### config.mk
export PLATFORM = sky130hd
export DESIGN_NAME = sr_cmd_gen
export DESIGN_NICKNAME = d
export VERILOG_FILES = /design/src/rtl/sr_cmd_pkg.sv /design/src/rtl/sr_debounce.sv /design/src/rtl/sr_cmd_gen.sv
export SDC_FILE = /design/constraint.sdc
export NUM_CORES = 1
export LEC_CHECK = 0
export ABC_AREA = 1
export CAP_MARGIN = 25
export CORE_UTILIZATION = 55
export CTS_BUF_LIST = sky130_fd_sc_hd__clkbuf_4
export DETAILED_ROUTE_END_ITERATION = 6
export PLACE_DENSITY = 0.76
export SLEW_MARGIN = 20
export SYNTH_ARGS = -nofsm -noshare
export SYNTH_HDL_FRONTEND = slang
export SYNTH_SLANG_ARGS = --single-unit
### constraint.sdc
create_clock -name clk -period 1.4 [get_ports clk]
set_input_delay 0.28 -clock clk [delete_from_list [all_inputs] [get_ports clk]]
set_output_delay 0.28 -clock clk [all_outputs]
set_load 0.02 [all_outputs]
### src/rtl/sr_cmd_pkg.sv
// Shared types and default constants for the SR command generator.
package sr_cmd_pkg;

  typedef enum logic [1:0] {
    IDLE    = 2'd0,
    S_PULSE = 2'd1,
    R_PULSE = 2'd2,
    GAP     = 2'd3
  } state_e;

  localparam int DEB_CYCLES_DEF   = 4;
  localparam int PULSE_CYCLES_DEF = 2;
  localparam int GAP_CYCLES_DEF   = 1;
  localparam int CONFLICT_CNT_W   = 8;

  function automatic int max2(input int a, input int b);
    return (a > b) ? a : b;
  endfunction

endpackage

### src/rtl/sr_debounce.sv
// One button channel: 2-flop synchronizer, stability-count debouncer and
// press (debounced rising edge) detector.
module sr_debounce
  import sr_cmd_pkg::*;
#(
  parameter int DEB_CYCLES = DEB_CYCLES_DEF
) (
  input  logic clk,
  input  logic rst_n,
  input  logic btn,
  output logic level,
  output logic press
);

  localparam int CW = $clog2(DEB_CYCLES + 1);

  logic          sync_p0;
  logic          sync_p1;
  logic          level_q;
  logic [CW-1:0] cnt;

  always_ff @(posedge clk or negedge rst_n) begin
    if (!rst_n) begin
      sync_p0 <= 1'b0;
      sync_p1 <= 1'b0;
      level   <= 1'b0;
      level_q <= 1'b0;
      cnt     <= '0;
    end else begin
      // synchronizer stage boundary
      sync_p0 <= btn;
      sync_p1 <= sync_p0;
      level_q <= level;
      // any cycle of agreement restarts the stability count
      if (sync_p1 != level) begin
        if (cnt == CW'(DEB_CYCLES - 1)) begin
          level <= sync_p1;
          cnt   <= '0;
        end else begin
          cnt <= cnt + CW'(1);
        end
      end else begin
        cnt <= '0;
      end
    end
  end

  assign press = level & ~level_q;

endmodule

### src/rtl/sr_cmd_gen.sv
// Debounced, arbitrated S/R pulse generator for the SR flip-flop stage.
// Optional build macro SR_CMD_GEN_CONFLICT_CNT_EN adds a saturating conflict counter.
module sr_cmd_gen
  import sr_cmd_pkg::*;
#(
  parameter int DEB_CYCLES   = DEB_CYCLES_DEF,
  parameter int PULSE_CYCLES = PULSE_CYCLES_DEF,
  parameter int GAP_CYCLES   = GAP_CYCLES_DEF
) (
  input  logic clk,
  input  logic rst_n,
  input  logic btn_s,
  input  logic btn_r,
  output logic s,
  output logic r,
  output logic busy,
`ifdef SR_CMD_GEN_CONFLICT_CNT_EN
  output logic conflict,
  output logic [CONFLICT_CNT_W-1:0] conflict_cnt
`else
  output logic conflict
`endif
);

  localparam int CW = $clog2(max2(PULSE_CYCLES, GAP_CYCLES) + 1);

  logic          req_s;
  logic          req_r;
  logic          lvl_s;
  logic          lvl_r;
  logic          unused_lvl;
  state_e        state;
  state_e        state_nxt;
  logic [CW-1:0] cnt;
  logic [CW-1:0] cnt_nxt;
  logic          conflict_nxt;

  sr_debounce #(.DEB_CYCLES(DEB_CYCLES)) u_deb_s (
    .clk   (clk),
    .rst_n (rst_n),
    .btn   (btn_s),
    .level (lvl_s),
    .press (req_s)
  );

  sr_debounce #(.DEB_CYCLES(DEB_CYCLES)) u_deb_r (
    .clk   (clk),
    .rst_n (rst_n),
    .btn   (btn_r),
    .level (lvl_r),
    .press (req_r)
  );

  // Debounced levels are only needed for edge detection inside the channel.
  assign unused_lvl = lvl_s ^ lvl_r;

  always_comb begin
    state_nxt    = state;
    cnt_nxt      = cnt;
    conflict_nxt = 1'b0;
    case (state)
      IDLE: begin
        cnt_nxt = '0;
        if (req_s && req_r) begin
          conflict_nxt = 1'b1;
        end else if (req_s) begin
          state_nxt = S_PULSE;
        end else if (req_r) begin
          state_nxt = R_PULSE;
        end
      end
      S_PULSE, R_PULSE: begin
        if (cnt == CW'(PULSE_CYCLES - 1)) begin
          cnt_nxt   = '0;
          state_nxt = (GAP_CYCLES == 0) ? IDLE : GAP;
        end else begin
          cnt_nxt = cnt + CW'(1);
        end
      end
      GAP: begin
        if (cnt == CW'(GAP_CYCLES - 1)) begin
          cnt_nxt   = '0;
          state_nxt = IDLE;
        end else begin
          cnt_nxt = cnt + CW'(1);
        end
      end
      default: begin
        cnt_nxt   = '0;
        state_nxt = IDLE;
      end
    endcase
  end

  // Outputs are decoded from the next state so they register with the state.
  always_ff @(posedge clk or negedge rst_n) begin
    if (!rst_n) begin
      state    <= IDLE;
      cnt      <= '0;
      s        <= 1'b0;
      r        <= 1'b0;
      busy     <= 1'b0;
      conflict <= 1'b0;
    end else begin
      state    <= state_nxt;
      cnt      <= cnt_nxt;
      s        <= (state_nxt == S_PULSE);
      r        <= (state_nxt == R_PULSE);
      busy     <= (state_nxt != IDLE);
      conflict <= conflict_nxt;
    end
  end

`ifdef SR_CMD_GEN_CONFLICT_CNT_EN
  always_ff @(posedge clk or negedge rst_n) begin
    if (!rst_n) begin
      conflict_cnt <= '0;
    end else if (conflict && (conflict_cnt != {CONFLICT_CNT_W{1'b1}})) begin
      conflict_cnt <= conflict_cnt + CONFLICT_CNT_W'(1);
    end
  end
`endif

endmodule
**Word level (Yosys, flattened, before mapping)**

Cells that the tools add are included.

- Add/sub/neg operators: 3
- Multiplexer cells: 15
- Eq/ne operators: 10
- Reductions and logical operators: 7
- Bitwise logic cells: 4

Operator list:

| cell | count |
|---|---|
| 2-bit two-way mux | 7 |
| 3-bit two-way mux | 4 |
| 2-bit case mux with 3 select lines | 2 |
| 3-bit by 1-bit adder with 3-bit output (second input constant) | 2 |
| 2-bit by 1-bit == test with 1-bit output (second input constant) | 3 |
| 2-bit == test (second input constant) | 3 |
| 3-bit by 2-bit == test with 1-bit output (second input constant) | 2 |
| 2-bit zero test | 2 |
| 2-bit AND reduction | 2 |
| 2-bit by 1-bit adder with 2-bit output (second input constant) | 1 |
| 1-bit AND | 2 |
| 1-bit two-way mux | 2 |
| 1-bit != test | 2 |
| 1-bit NOT | 2 |
| 2-bit nonzero test | 1 |
| 2-bit OR reduction | 1 |
| 1-bit logical AND | 1 |

- Output and inout bits: 4
- Bits in registers: 22

**Logic depth before layout (Yosys ltp)**

- Depth after elaboration: 7
- Mapped depth: 9
- Mapped depth without buffers: 9

**By module**

A second synthesis with hierarchy kept.

- Cell total of the unflattened synthesis: 106
- Area, all modules: 968.4 sq um

Modules (own cells, without submodules):

| module | times used | area an instance (sq um) | cells each |
|---|---|---|---|
| sr_debounce | 2 | 265.3 | 27 |
| sr_cmd_gen | 1 | 437.9 | 52 |

**Worst setup path before layout**

No wires, ideal clock.

- Path kind: flip-flop to flip-flop
- Start: reg state[0]
- End: reg busy
- Path buffers: 0
- Arrival time: 1188 ps
- Stages on the path, launching flop included: 9
- Setup slack: 90 ps
- Required time: 1278 ps
- Clock period less this slack: 1310 ps
- Path through: dfrtp_1 -> inv_1 -> ha_1 -> nand2_1 -> nand2_1 -> nand3_1 -> inv_2 -> nor2_2 -> nand2_1

- Cells in the longest elaborated chain, start to end: 5
- Elaborated cells on any way between the ends: 12
- Those cells by class: eq/ne: 3; mux: 6; reduce/logical: 3

RTL lines:

| element | line | source |
|---|---|---|
| from (decl) | sr_cmd_gen.sv:32 | `state_e state;` |
| from (signal assigned) | sr_cmd_gen.sv:105 | `state <= state_nxt;` |
| 2-bit two-way mux | sr_cmd_gen.sv:68 | `end else if (req_r) begin` |
| 2-bit two-way mux | sr_cmd_gen.sv:66 | `end else if (req_s) begin` |
| 2-bit two-way mux | sr_cmd_gen.sv:64 | `if (req_s && req_r) begin` |
| 2-bit case mux with 3 select lines (*) | sr_cmd_gen.sv:61 | `case (state)` |
| 2-bit nonzero test (*) | sr_cmd_gen.sv:109 | `busy <= (state_nxt != IDLE);` |
| to (signal assigned) | sr_cmd_gen.sv:109 |  |
| to (decl) | sr_cmd_gen.sv:16 | `output logic busy,` |

Every way passes the cells marked *; elsewhere a longest branch is shown, timed or not.
A chain may end at the register's enable or synchronous reset.

**Worst setup path in the final report**

Same ends and word-level chain as after synthesis.

==> results.py <==
metrics = {
    "global_route": {
        "grt_max_degree": 23,
        "track_usage_pct": 22.5,
        "grt_first_pass_wirelength_um": 3080,
        "grt_pass1_vias": 728,
        "antenna_found_initial": 0,
        "overflow": 0,
    },
    "clock_tree": {
        "cts_tree": "yes",
        "root_buffer": "clkbuf_4",
        "cts.sinks": 22,
        "cts_buffers": 3,
        "htreeDepth": 1,
        "hold_buffers": 0,
        "clk_pin_slew_ns": 0.12,
        "clk_latency_ns": 0.31,
        "clockBufferDepth": 2,
    },
    "drt": {
        "viasPerCell": 4.88,
        "detail-route-antenna-nets": 0,
        "drt_wl_total_um": 1870,
        "via_count": 703,
        "first_pass_iters": 4,
        "wl_per_cell_um": 13.0,
        "drc_errors": 0,
        "drtIter0Drc": 10,
    },
    "setup_path": {
        "start_kind": "flop",
        "worstRegToRegCells": 8,
        "r2r-start": "state[0]",
        "worstPathRequired_ns": 1.62,
        "cp-endpoint": "busy",
        "critPathMaxFanout": 3,
        "worstPathArrival_ns": 1.58,
        "worst-r2r-setup-slack_ns": 0.03,
        "critical_path_class": "reg -> reg",
        "end_kind": "flop",
        "startpoint": "state[0]",
        "r2r_end": "busy",
    },
    "cells_and_area": {
        "syn_to_final_growth_pct": 24.0,
        "fin_nets": 133,
        "num-fill-cells": 98,
        "antenna_cells": 0,
        "drive_above_1_share_pct": 25.8,
        "multi_input_area_sq_um": 410,
        "regArea_sq_um": 551,
    },
    "power": {
        "powerDensity_nw_per_um2": 2150,
        "ir_worst_vdd_v": 0.00128,
        "leakage_nw": 0.639,
        "power_frac_comb_pct": 45.3,
        "clockPowerShare_pct": 18.5,
        "switching_share_pct": 39.2,
        "power.total_mw": 2.64,
        "power_frac_seq_pct": 36.2,
        "p_int_mw": 1.61,
        "p_sw_mw": 1.04,
    },
    "die": {
        "initial_core_util_pct": 62.2,
        "row_count": 14,
        "die-area_sq_um": 1980,
        "die_x_um": 44.4,
        "ios": 8,
        "core_area_sq_um": 1590,
        "die_height_um": 44.4,
    },
    "placement": {
        "post-place-ws_ns": 0.00551,
        "gp_congestion": 0.872,
        "port_buffers": 7,
        "dp_hpwl_um": 1260,
    },
    "sta": {
        "period_minus_slack_ns": 1.37,
        "grt_setup_unrepaired": "true",
        "setup_viol": 0,
        "relSlewSlack_pct": 77.6,
        "clock.fmax_mhz": 733,
        "slew_viol_final": 0,
        "fin_worst_skew_ns": 0.00492,
        "finalHoldViolations": 0,
        "worstMarginPinSlew_ns": 0.333,
        "finalWorstSetupSlack_ns": 0.0349,
        "holdWs_ns": 0.292,
        "fin_crit_sh_pct": 97.5,
    },
    "yosys": {
        "syn_area_per_cell_sq_um": 9.72,
        "ys_seq_area_share_pct": 55.6,
        "ys_warn_count": 0,
        "ys_types": 17,
        "syn_nets": 114,
        "synth_area_sq_um": 991,
        "ys_seq_elements": 22,
        "synthCells": 102,
    },
    "status": {
        "status": "completed",
    },
    "worst_hold_path": {
        "min_path_type": "in -> async",
    },
    "flow_run": {
        "drv_cap": 0,
    },
}
## through the flow
| stage | cells | utilization, % | TNS [ns] | area (sq um) |
|---|---|---|---|---|
| after CTS | 143 | 75.2 | 0 | 1200 |
| after floorplan | 102 | - | 0 | 991 |
| after global routing | 144 | 77.1 | -0.0417 | 1230 |
| after global placement | 138 | 70.8 | 0 | 1130 |
| final | 144 | 77.1 | 0 | 1230 |
| after detailed placement | 138 | 70.8 | 0 | 1130 |
## what timing repair did
| action | in CTS | in global routing |
|---|---|---|
| pin swaps | 0 | 1 |
| setup buffers | 1 | 1 |
| hold endpoints to repair | 0 | 0 |
| setup endpoints to repair | 5 | 3 |
| resized for setup | 7 | 4 |
| gates cloned | 0 | 0 |
## layout by cell type (no fill, tap or decap), types with 2 or more instances in the layout
master            n
ha_1              6
a21oi_1           4
nor2_1            6
nand2_2           2
dlygate4sd2_1     4
dfrtp_1          22
clkdlybuf4s50_1   3
ha_4              2
xnor2_1           2
inv_2             6
inv_1            11
nor3_1            2
buf_4             7
nand3_1           5
nand2_1          22
clkbuf_4          3
nor2_4            3
nor2_2            5
## Yosys cell counts (all sizes together)
cell type | n | share of area [%]
ha | 8 | 10
xnor2 | 2 | 1.8
nor3 | 2 | 1.0
nand3 | 6 | 3.5
a21oi | 4 | 2.0
nor2 | 14 | 7.6
dfrtp | 22 | 56
clkinv | 1 | 0.38
nor3b | 2 | 2.0
nand2 | 24 | 9.6
inv | 17 | 6.4
## registers in the layout, summed over array words and instances, names as in the netlist
name / flops
u_deb_r.level: 1
busy: 1
s: 1
u_deb_r.cnt: 3
state: 2
conflict: 1
u_deb_s.level_q: 1
u_deb_s.sync_p1: 1
cnt: 2
u_deb_r.sync_p0: 1
u_deb_r.sync_p1: 1
u_deb_s.sync_p0: 1
u_deb_r.level_q: 1
u_deb_s.level: 1
r: 1
u_deb_s.cnt: 3
## area by class of cell
type | instances | area share [%]
clock buffers | 3 | 1.83
clock inverters | 1 | 2.44
inverters | 18 | 5.50
multi-input cells | 62 | 33.4
flip-flops and latches | 22 | 44.8
well taps | 24 | 2.44
repair buffers | 14 | 9.57
## per-layer routing
| metal | vias to the layer above | track usage (%) | share of wire, % |
|---|---|---|---|
| met5 | - | 0 | 0 |
| met2 | 12 | 37.1 | 49 |
| met3 | 6 | 2.86 | 3.2 |
| li1 | 343 | - | - |
| met1 | 342 | 28.3 | 44 |
| met4 | 0 | 13.3 | 3.8 |
## power groups by stage
| stage | combinational [mW] | clock (mW) | sequential [mW] |
|---|---|---|---|
| floorplan | 0.692 | 0 | 0.992 |
| finish | 1.20 | 0.489 | 0.956 |
| CTS | 1.11 | 0.493 | 0.954 |
| detailed placement | 1.06 | 0 | 0.971 |
| global route | 1.35 | 0.519 | 0.982 |
| global placement | 1.02 | 0 | 0.959 |
## worst min path at each step
stage	startpoint	end	slack (ns)	depth (start not counted)
2_1_floorplan	rst_n	busy	-0.02	0
3_3_place_gp	u_deb_r.sync_p0	u_deb_r.sync_p1	0.34	0
3_5_place_dp	u_deb_s.sync_p0	u_deb_s.sync_p1	0.34	0
4_1_cts	rst_n	u_deb_r.level_q	0.31	2
5_1_grt	rst_n	conflict	0.31	2
6_report	rst_n	cnt[1]	0.29	2
## kinds of logic after synthesis
| group | after synthesis | synth area share, % |
|---|---|---|
| buf+inv | 18 | 6.82 |
| compound gates | 4 | 2.02 |
| flops | 22 | 55.6 |
| fa+ha+maj | 8 | 10.1 |
| simple gates | 48 | 23.7 |
| xor+xnor | 2 | 1.77 |
## critical path, cell delays in order (launching register included)
cell	delay [ns]
dfrtp_1	0.41
buf_4	0.15
ha_1	0.22
nand2_1	0.08
nand2_1	0.07
nand3_1	0.11
inv_2	0.06
nor2_4	0.11
nand2_1	0.06
Note: power is estimated with default switching activity, not from simulation.
